### src/rtl/seq_loop_pkg.sv
// seq_loop_pkg: loop tracker state type and saturating increment shared by the monitor
package seq_loop_pkg;
  typedef enum logic {IDLE, ACTIVE} loop_state_t;
  function automatic logic [31:0] sat_inc(input logic [31:0] v, input int unsigned w);
    logic [31:0] m;
    m = w >= 32 ? '1 : (32'd1 << w) - 32'd1;
    return v >= m ? v : v + 32'd1;
  endfunction
endpackage

### src/rtl/seq_loop_tracker.sv
// seq_loop_tracker: tracks entry, iterations, trip length, exit and stalls of one sequential loop
module seq_loop_tracker
  import seq_loop_pkg::*;
#(
  parameter int FSM_WIDTH   = 2,
  parameter int CNT_WIDTH   = 16,
  parameter int STALL_LIMIT = 1024
) (
  input  logic                 clock,
  input  logic                 reset,
  input  logic                 hold,
  input  logic [FSM_WIDTH-1:0] cur_state,
  input  logic [FSM_WIDTH-1:0] prev_state,
  input  logic [FSM_WIDTH-1:0] start_state,
  input  logic [FSM_WIDTH-1:0] end_state,
  input  logic [FSM_WIDTH-1:0] quit_state,
  input  logic                 one_state,
  output logic                 active,
  output logic                 done,
  output logic [CNT_WIDTH-1:0] iter_count,
  output logic [CNT_WIDTH-1:0] trip_cycles,
  output logic                 stall_err
);
  localparam int SW = $clog2(STALL_LIMIT + 1);
  loop_state_t st;
  logic [SW-1:0] stall_cnt;
  logic at_start, exit_now, iter_hit, same;
  always_comb begin
    at_start = cur_state == start_state;
    exit_now = prev_state == quit_state && !at_start;
    iter_hit = at_start && (one_state || prev_state == end_state);
    same     = !one_state && cur_state == prev_state;
  end
  assign active = st == ACTIVE;
  always_ff @(posedge clock) begin
    if (!reset) begin
      st          <= IDLE;
      done        <= 1'b0;
      iter_count  <= '0;
      trip_cycles <= '0;
      stall_cnt   <= '0;
      stall_err   <= 1'b0;
    end else begin
      done <= 1'b0;
      if (!hold) begin
        if (st == IDLE) begin
          if (at_start) begin
            st          <= ACTIVE;
            iter_count  <= CNT_WIDTH'(1);
            trip_cycles <= CNT_WIDTH'(1);
            stall_cnt   <= '0;
          end
        end else if (exit_now) begin
          st        <= IDLE;
          done      <= 1'b1;
          stall_cnt <= '0;
        end else begin
          trip_cycles <= CNT_WIDTH'(sat_inc(32'(trip_cycles), CNT_WIDTH));
          if (iter_hit) iter_count <= CNT_WIDTH'(sat_inc(32'(iter_count), CNT_WIDTH));
          stall_cnt <= !same ? '0 : stall_cnt == SW'(STALL_LIMIT) ? stall_cnt : stall_cnt + SW'(1);
          if (same && stall_cnt >= SW'(STALL_LIMIT - 1)) stall_err <= 1'b1;
        end
      end
    end
  end
endmodule

### src/rtl/seq_loop_monitor.sv
// seq_loop_monitor: watches an FSM state and reports per-loop activity, iteration/cycle counts and stalls
module seq_loop_monitor
  import seq_loop_pkg::*;
#(
  parameter int FSM_WIDTH   = 2,
  parameter int NUM_LOOPS   = 4,
  parameter int CNT_WIDTH   = 16,
  parameter int STALL_LIMIT = 1024
) (
  input  logic                           clock,
  input  logic                           reset,
  input  logic [FSM_WIDTH-1:0]           cur_state,
  input  logic                           finish,
  input  logic [NUM_LOOPS*FSM_WIDTH-1:0] cfg_iter_start_state,
  input  logic [NUM_LOOPS*FSM_WIDTH-1:0] cfg_iter_end_state,
  input  logic [NUM_LOOPS*FSM_WIDTH-1:0] cfg_quit_state,
  input  logic [NUM_LOOPS-1:0]           cfg_one_state_loop,
  output logic [NUM_LOOPS-1:0]           loop_active,
  output logic [NUM_LOOPS-1:0]           loop_done,
  output logic [NUM_LOOPS*CNT_WIDTH-1:0] iter_count,
  output logic [NUM_LOOPS*CNT_WIDTH-1:0] trip_cycles,
  output logic [NUM_LOOPS-1:0]           stall_err,
  output logic                           frozen
);
  logic [FSM_WIDTH-1:0] prev_state;
  logic hold;
  always_comb hold = finish || frozen;
  always_ff @(posedge clock) begin
    if (!reset) begin
      prev_state <= '0;
      frozen     <= 1'b0;
    end else begin
      frozen <= hold;
      if (!hold) prev_state <= cur_state;
    end
  end
  for (genvar g = 0; g < NUM_LOOPS; g++) begin : g_loop
    seq_loop_tracker #(
      .FSM_WIDTH  (FSM_WIDTH),
      .CNT_WIDTH  (CNT_WIDTH),
      .STALL_LIMIT(STALL_LIMIT)
    ) u_trk (
      .clock      (clock),
      .reset      (reset),
      .hold       (hold),
      .cur_state  (cur_state),
      .prev_state (prev_state),
      .start_state(cfg_iter_start_state[g*FSM_WIDTH +: FSM_WIDTH]),
      .end_state  (cfg_iter_end_state[g*FSM_WIDTH +: FSM_WIDTH]),
      .quit_state (cfg_quit_state[g*FSM_WIDTH +: FSM_WIDTH]),
      .one_state  (cfg_one_state_loop[g]),
      .active     (loop_active[g]),
      .done       (loop_done[g]),
      .iter_count (iter_count[g*CNT_WIDTH +: CNT_WIDTH]),
      .trip_cycles(trip_cycles[g*CNT_WIDTH +: CNT_WIDTH]),
      .stall_err  (stall_err[g])
    );
  end
endmodule

### config.mk
export PLATFORM = sky130hd
export DESIGN_NAME = seq_loop_monitor
export DESIGN_NICKNAME = d
export VERILOG_FILES = /design/src/rtl/seq_loop_pkg.sv /design/src/rtl/seq_loop_tracker.sv /design/src/rtl/seq_loop_monitor.sv
export SDC_FILE = /design/constraint.sdc
export NUM_CORES = 1
export LEC_CHECK = 0
export BUFFER_PORTS_ARGS = -buffer_cell sky130_fd_sc_hd__buf_2
export CAP_MARGIN = 20
export CORE_UTILIZATION = 45
export DETAILED_ROUTE_END_ITERATION = 8
export HOLD_SLACK_MARGIN = 0.03
export PLACE_DENSITY = 0.73
export SYNTH_ARGS = -nofsm -noshare
export SYNTH_HDL_FRONTEND = slang
export SYNTH_SLANG_ARGS = --single-unit
### constraint.sdc
create_clock -name clock -period 4.7 [get_ports clock]
set_clock_uncertainty 0.1 [all_clocks]
set_input_delay 0.705 -clock clock [delete_from_list [all_inputs] [get_ports clock]]
set_output_delay 0.705 -clock clock [all_outputs]
set_load 0.005 [all_outputs]
# Word-level counts from Yosys, hierarchy flattened
# Index checks and enable logic that the tools add are counted.
[totals] in_bits=33 ram_bits=0 rom_bits=0 output_inout_bits=141 mem_count=0 register_bits=187 latch_bits=0
[classes] eq_ne=37 addsub=12 muxes=68 bitwise=10 n_reduce_logical=53 n_mul=0 shifts=0 order_cmp=12 div_mod_pow=0
[ops] cell="$mux 16" n=32
[ops] cell="$mux 11" n=20
[ops] cell="$add 16x1->16 const B" n=8
[ops] cell="$ge 16x16->1 const B" n=8
[ops] cell="$add 11x1->11 const B" n=4
[ops] cell="$eq 11x11->1 const B" n=4
[ops] cell="$ge 11x10->1 const B" n=4
[ops] cell="$ne 2x2->1 const B" n=16
[ops] cell="$reduce_and 4->1" n=8
[ops] cell="$eq 2x2->1" n=13
[ops] cell="$reduce_and 5->1" n=4
[ops] cell="$logic_and 1x1->1" n=16
[ops] cell="$mux 1" n=16
[ops] cell="$ne 4x4->1 const B" n=4
[ops] cell="$reduce_and 3->1" n=4
[ops] cell="$reduce_or 3->1" n=4
[ops] cell="$not 1->1" n=10
[ops] cell="$logic_not 1->1" n=8
[ops] cell="$reduce_bool 2->1" n=4
[ops] cell="$logic_or 1x1->1" n=5

# Depth between registers and ports, before layout
[depth] ltp_word=6 mapped_depth=9

# By module
# Synthesis repeated with hierarchy kept, for this count alone.
[hier_totals] cells_unflattened=1267 hier_area_um2=10139.7
[by_module_without_submodules] module="seq_loop_tracker" seq_area_each_um2=920.9 instances=4 cells_each=314 area_per_inst_um2=2507.4
[by_module_without_submodules] module="seq_loop_monitor" seq_area_each_um2=60.1 instances=1 cells_each=11 area_per_inst_um2=110.1

# Worst setup path before layout
# Ideal clock, no wire load.
[synth_timing] path_type="input to register" startpoint="input cur_state[1]" endpoint="register g_loop[2].u_trk.iter_count[6]" setup_slack_ns=2.023 setup_ns=0.075 path_stages=8 n_path_buf=3 arrival_ns=2.503 path_cell_list="buf_2 -> xor2_1 -> or3_4 -> buf_6 -> a211o_1 -> buf_6 -> or4_1 -> o22ai_1"
[synth_between] elab_chain_cells=5 word_cells_on_any_way=8 cone_classes="eq/ne: 3; reduce/logical: 5"
[synth_lines] item="from (decl)" line_no="seq_loop_monitor.sv:12" text="input logic [FSM_WIDTH-1:0] cur_state,"
[synth_lines] item="$eq 2x2->1 *" line_no="seq_loop_tracker.sv:29" text="at_start = cur_state == start_state;"
[synth_lines] item="$logic_not 1->1" line_no="seq_loop_tracker.sv:30" text="exit_now = prev_state == quit_state && !at_start;"
[synth_lines] item="$logic_and 1x1->1" line_no="seq_loop_tracker.sv:30"
[synth_lines] item="$ne 2x2->1 (no line)"
[synth_lines] item="$reduce_and 5->1 (no line) *"
[synth_lines] item="to (signal assigned)" line_no="seq_loop_tracker.sv:59" text="if (iter_hit) iter_count <= CNT_WIDTH'(sat_inc(32'(iter_count), CNT_WIDTH));"
[synth_lines] item="to (decl)" line_no="seq_loop_tracker.sv:20" text="output logic [CNT_WIDTH-1:0] iter_count,"
# Mark *: on every way between the ends. The rest lies on a longest branch, timed or not.
# A chain may end at the register's enable or synchronous reset.

# Worst setup path after layout
[layout_timing] startpoint="register g_loop[2].u_trk.st" endpoint="register g_loop[2].u_trk.trip_cycles[11]"
[layout_between] elab_chain_cells=2 word_cells_on_any_way=5 cone_classes="eq/ne: 2; mux: 1; reduce/logical: 2"
[layout_lines] item="from (decl)" line_no="seq_loop_tracker.sv:25" text="loop_state_t st;"
[layout_lines] item="from (signal assigned)" line_no="seq_loop_tracker.sv:37" text="st <= IDLE;"
[layout_lines] item="from (signal assigned)" line_no="seq_loop_tracker.sv:48" text="st <= ACTIVE;"
[layout_lines] item="from (signal assigned)" line_no="seq_loop_tracker.sv:54" text="st <= IDLE;"
[layout_lines] item="$ne 2x2->1 (no line) or $reduce_bool 2->1 (tied branches)"
[layout_lines] item="$reduce_and 4->1 (no line)"
[layout_lines] item="to (signal assigned)" line_no="seq_loop_tracker.sv:58" text="trip_cycles <= CNT_WIDTH'(sat_inc(32'(trip_cycles), CNT_WIDTH));"
[layout_lines] item="to (decl)" line_no="seq_loop_tracker.sv:21" text="output logic [CNT_WIDTH-1:0] trip_cycles,"
# Several ways; a longest one is shown, not always the timed one.

==> impl_metrics.env <==
export IMPL_cts_max_level=4
export IMPL_num_rows=53
export IMPL_worst_pin_slew_ps=886
export IMPL_pin_count=174
export IMPL_crit_path_start_kind="register"
export IMPL_antenna_found_initial=8
export IMPL_drive_above_1_share_pct=16.7
export IMPL_powerDensity_nw_per_um2=285
export IMPL_clock_sinks=187
export IMPL_vias_per_cell=5.90
export IMPL_area_growth_pct=16.0
export IMPL_crit_start="g_loop[2].u_trk.active$_SDFFE_PN0P_"
export IMPL_clk_pin_slew_ps=70
export IMPL_synth_area_top_cells="dfxtp_1 38%, nand2_1 5.2%, nor2_1 4.7%"
export IMPL_crit_required_ps=4920
export IMPL_synth_edf_count=0
export IMPL_power_mw=3.28
export IMPL_tns_ps=0
export IMPL_utilization_pct=54.0
export IMPL_synth_yosys_seq_area_share_pct=37.8
export IMPL_cp_max_fo=22
export IMPL_syn_nets=1296
export IMPL_period_share_pct=61.1
export IMPL_cts_repair_resized=0
export IMPL_detail_route_antenna_nets=0
export IMPL_timing_hold_ws_ps=349
export IMPL_grt_pass1_wl_mm=44.4
export IMPL_run_status="finished, final reports clean"
export IMPL_synth_common_cells="187 x dfxtp_1, 137 x nand2_1, 125 x nor2_1"
export IMPL_synth_distinct_cells=64
export IMPL_initial_core_util_pct=46.5
export IMPL_leakagePower_nw=4.40
export IMPL_first_pass_iters=5
export IMPL_die_w_um=150
export IMPL_setup_violations=0
export IMPL_port_buffer_count=173
export IMPL_yosys_area_top_type="dfxtp_1"
export IMPL_die_area_um2=22600
export IMPL_grt_start_max_net_pins=44
export IMPL_nets=1437
export IMPL_hold_path_startpoint="g_loop[2].u_trk.stall_err$_SDFFE_PN0P_"
export IMPL_fin_ws_ps=1830
export IMPL_track_usage_pct=24.1
export IMPL_r2r_start="g_loop[2].u_trk.active$_SDFFE_PN0P_"
export IMPL_yosysMostFrequentCell="dfxtp_1"
export IMPL_finalWirelength_mm=26.9
export IMPL_worstSetupPathType="reg -> reg"
export IMPL_cts_made_buffers=17
export IMPL_worstPathCellList="inv_1 -> a211o_1 -> a21oi_1 -> nand4_1 -> xor2_1 -> nor2_1"
export IMPL_max_freq_ghz=0.348
export IMPL_setup_worst_path_end_class="register"
export IMPL_cts_setup_buffers=0
export IMPL_route_detailed_drc=0
export IMPL_ys_flop_type="dfxtp_1"
export IMPL_avgSynthCellArea_um2=7.94
export IMPL_insertion_delay_ps=440
export IMPL_overflow=0
export IMPL_gp_congestion=0.880
export IMPL_clockRootBuffer="clkbuf_16"
export IMPL_cts_path_max_buffers=2
export IMPL_ys_ff_latch=187
export IMPL_peakVddDrop_uv=216
export IMPL_hold_viol_final=0
export IMPL_synthCells=1247
export IMPL_synth_top_area_share_pct=37.8
export IMPL_vias=9917
export IMPL_grt_pass1_vias=8910
export IMPL_post_place_ws_ps=1460
export IMPL_max_stage_delay_ps=820
export IMPL_cts_tree="built"
export IMPL_max_slew_margin_rel_pct=40.9
export IMPL_hold_class="reg -> reg"
export IMPL_grt_setup_unrepaired="no"
export IMPL_critPathSlowestCell="dfxtp_1"
export IMPL_slew_violations=0
export IMPL_drv_cap=0
export IMPL_first_iter_violations=710
export IMPL_avgRoutedWirePerCell_um=16.0
export IMPL_async_reset_ff_share_pct=0
export IMPL_die_y_um=150
export IMPL_fin_crit_ps=2870
export IMPL_dp_hpwl_mm=19.1
export IMPL_fp_coreArea_um2=21300
export IMPL_ys_warn_count=0
export IMPL_arrival_ps=3090
export IMPL_postCtsHoldBufs=0
export IMPL_syn_area_um2=9900
[stage by stage]
stage          cell area, µm²  cells
5_1_grt                 11500   1678
6_report                11500   1681
2_1_floorplan            9900   1247
3_3_place_gp            10900   1642
3_5_place_dp            10900   1643
4_1_cts                 11500   1675
[per-layer routing]
metal	routed length [µm]	GRT usage [%]	up-vias
met5	41	0	-
met4	416	7.27	6
met3	1570	5.58	46
met2	12400	39.0	280
met1	12400	31.7	4680
li1	-	-	4905
[cell usage in the layout (no fill, tap or decap), drive strengths merged, types with 8 or more instances in the layout]
master / netlist / final
dfxtp: 187 / 187
buf: 25 / 187
nand2: 137 / 137
nor2: 125 / 125
nand3: 93 / 93
a21oi: 77 / 77
nand4: 52 / 52
o21ai: 49 / 49
nor3: 41 / 41
xnor2: 40 / 40
xor2: 36 / 36
inv: 28 / 31
and3: 27 / 27
nor4: 23 / 23
a31oi: 21 / 21
o211ai: 21 / 21
o31ai: 20 / 20
clkbuf: 40 / 20
ha: 16 / 16
or4: 14 / 14
or3: 14 / 14
and4: 13 / 13
o22ai: 11 / 11
o21a: 10 / 10
a211oi: 10 / 10
and2: 10 / 10
nand2b: 9 / 9
o41ai: 9 / 9
a21o: 8 / 8
[worst max-delay path, delay by kind of cell, from the launching register on]
kind	cells	cell delay (ps)
buf+inv	1	330
compound gates	2	1100
flops	1	820
simple gates	2	250
xor+xnor	1	170
[report_power, final]
group          switching [mW]  leakage, nW  internal (mW)
registers              0.0185         1.51           1.59
logic                   0.170         2.61         0.0765
clock network           0.654        0.281          0.765
total                   0.843         4.40           2.43
[sequential cells by signal (all words and copies together) (netlist names)]
| register | cells |
|---|---|
| g_loop.u_trk.stall_err | 4 |
| g_loop.u_trk.done | 4 |
| g_loop.u_trk.stall_cnt | 44 |
| g_loop.u_trk.active | 4 |
| g_loop.u_trk.iter_count | 64 |
| prev_state | 2 |
| g_loop.u_trk.trip_cycles | 64 |
| frozen | 1 |
[kinds of logic after synthesis]
logic type	Yosys count	synth area share (%)
multiplexers	9	0.947
adder cells (fa/ha/maj)	16	2.02
XOR/XNOR	76	6.72
flip-flops	187	37.8
AND/OR/NAND/NOR	582	29.5
AO/OA/AOI/OAI	284	18.8
buffers and inverters	93	4.27
[cell type report]
type	count	area (µm²)
clock inverters	12	114
clock buffers	20	457
multi-input cells	967	5740
fillers	1973	9800
inverters	28	105
repair buffers	187	971
flip-flops and latches	187	3740
diodes	5	12.5
well taps	275	344
[worst paths after layout]
kind | endpoint | slack (ps) | cells after the start
worst max register to register | g_loop[2].u_trk.trip_cycles[11]$_SDFFE_PN0P_ | 1830 | 6
worst max-delay path | g_loop[2].u_trk.trip_cycles[11]$_SDFFE_PN0P_ | 1830 | 6
worst min-delay path | g_loop[2].u_trk.stall_err$_SDFFE_PN0P_ | 350 | 2
worst min register to register | g_loop[2].u_trk.stall_err$_SDFFE_PN0P_ | 350 | 2
Note: power is estimated with default switching activity, not from simulation.
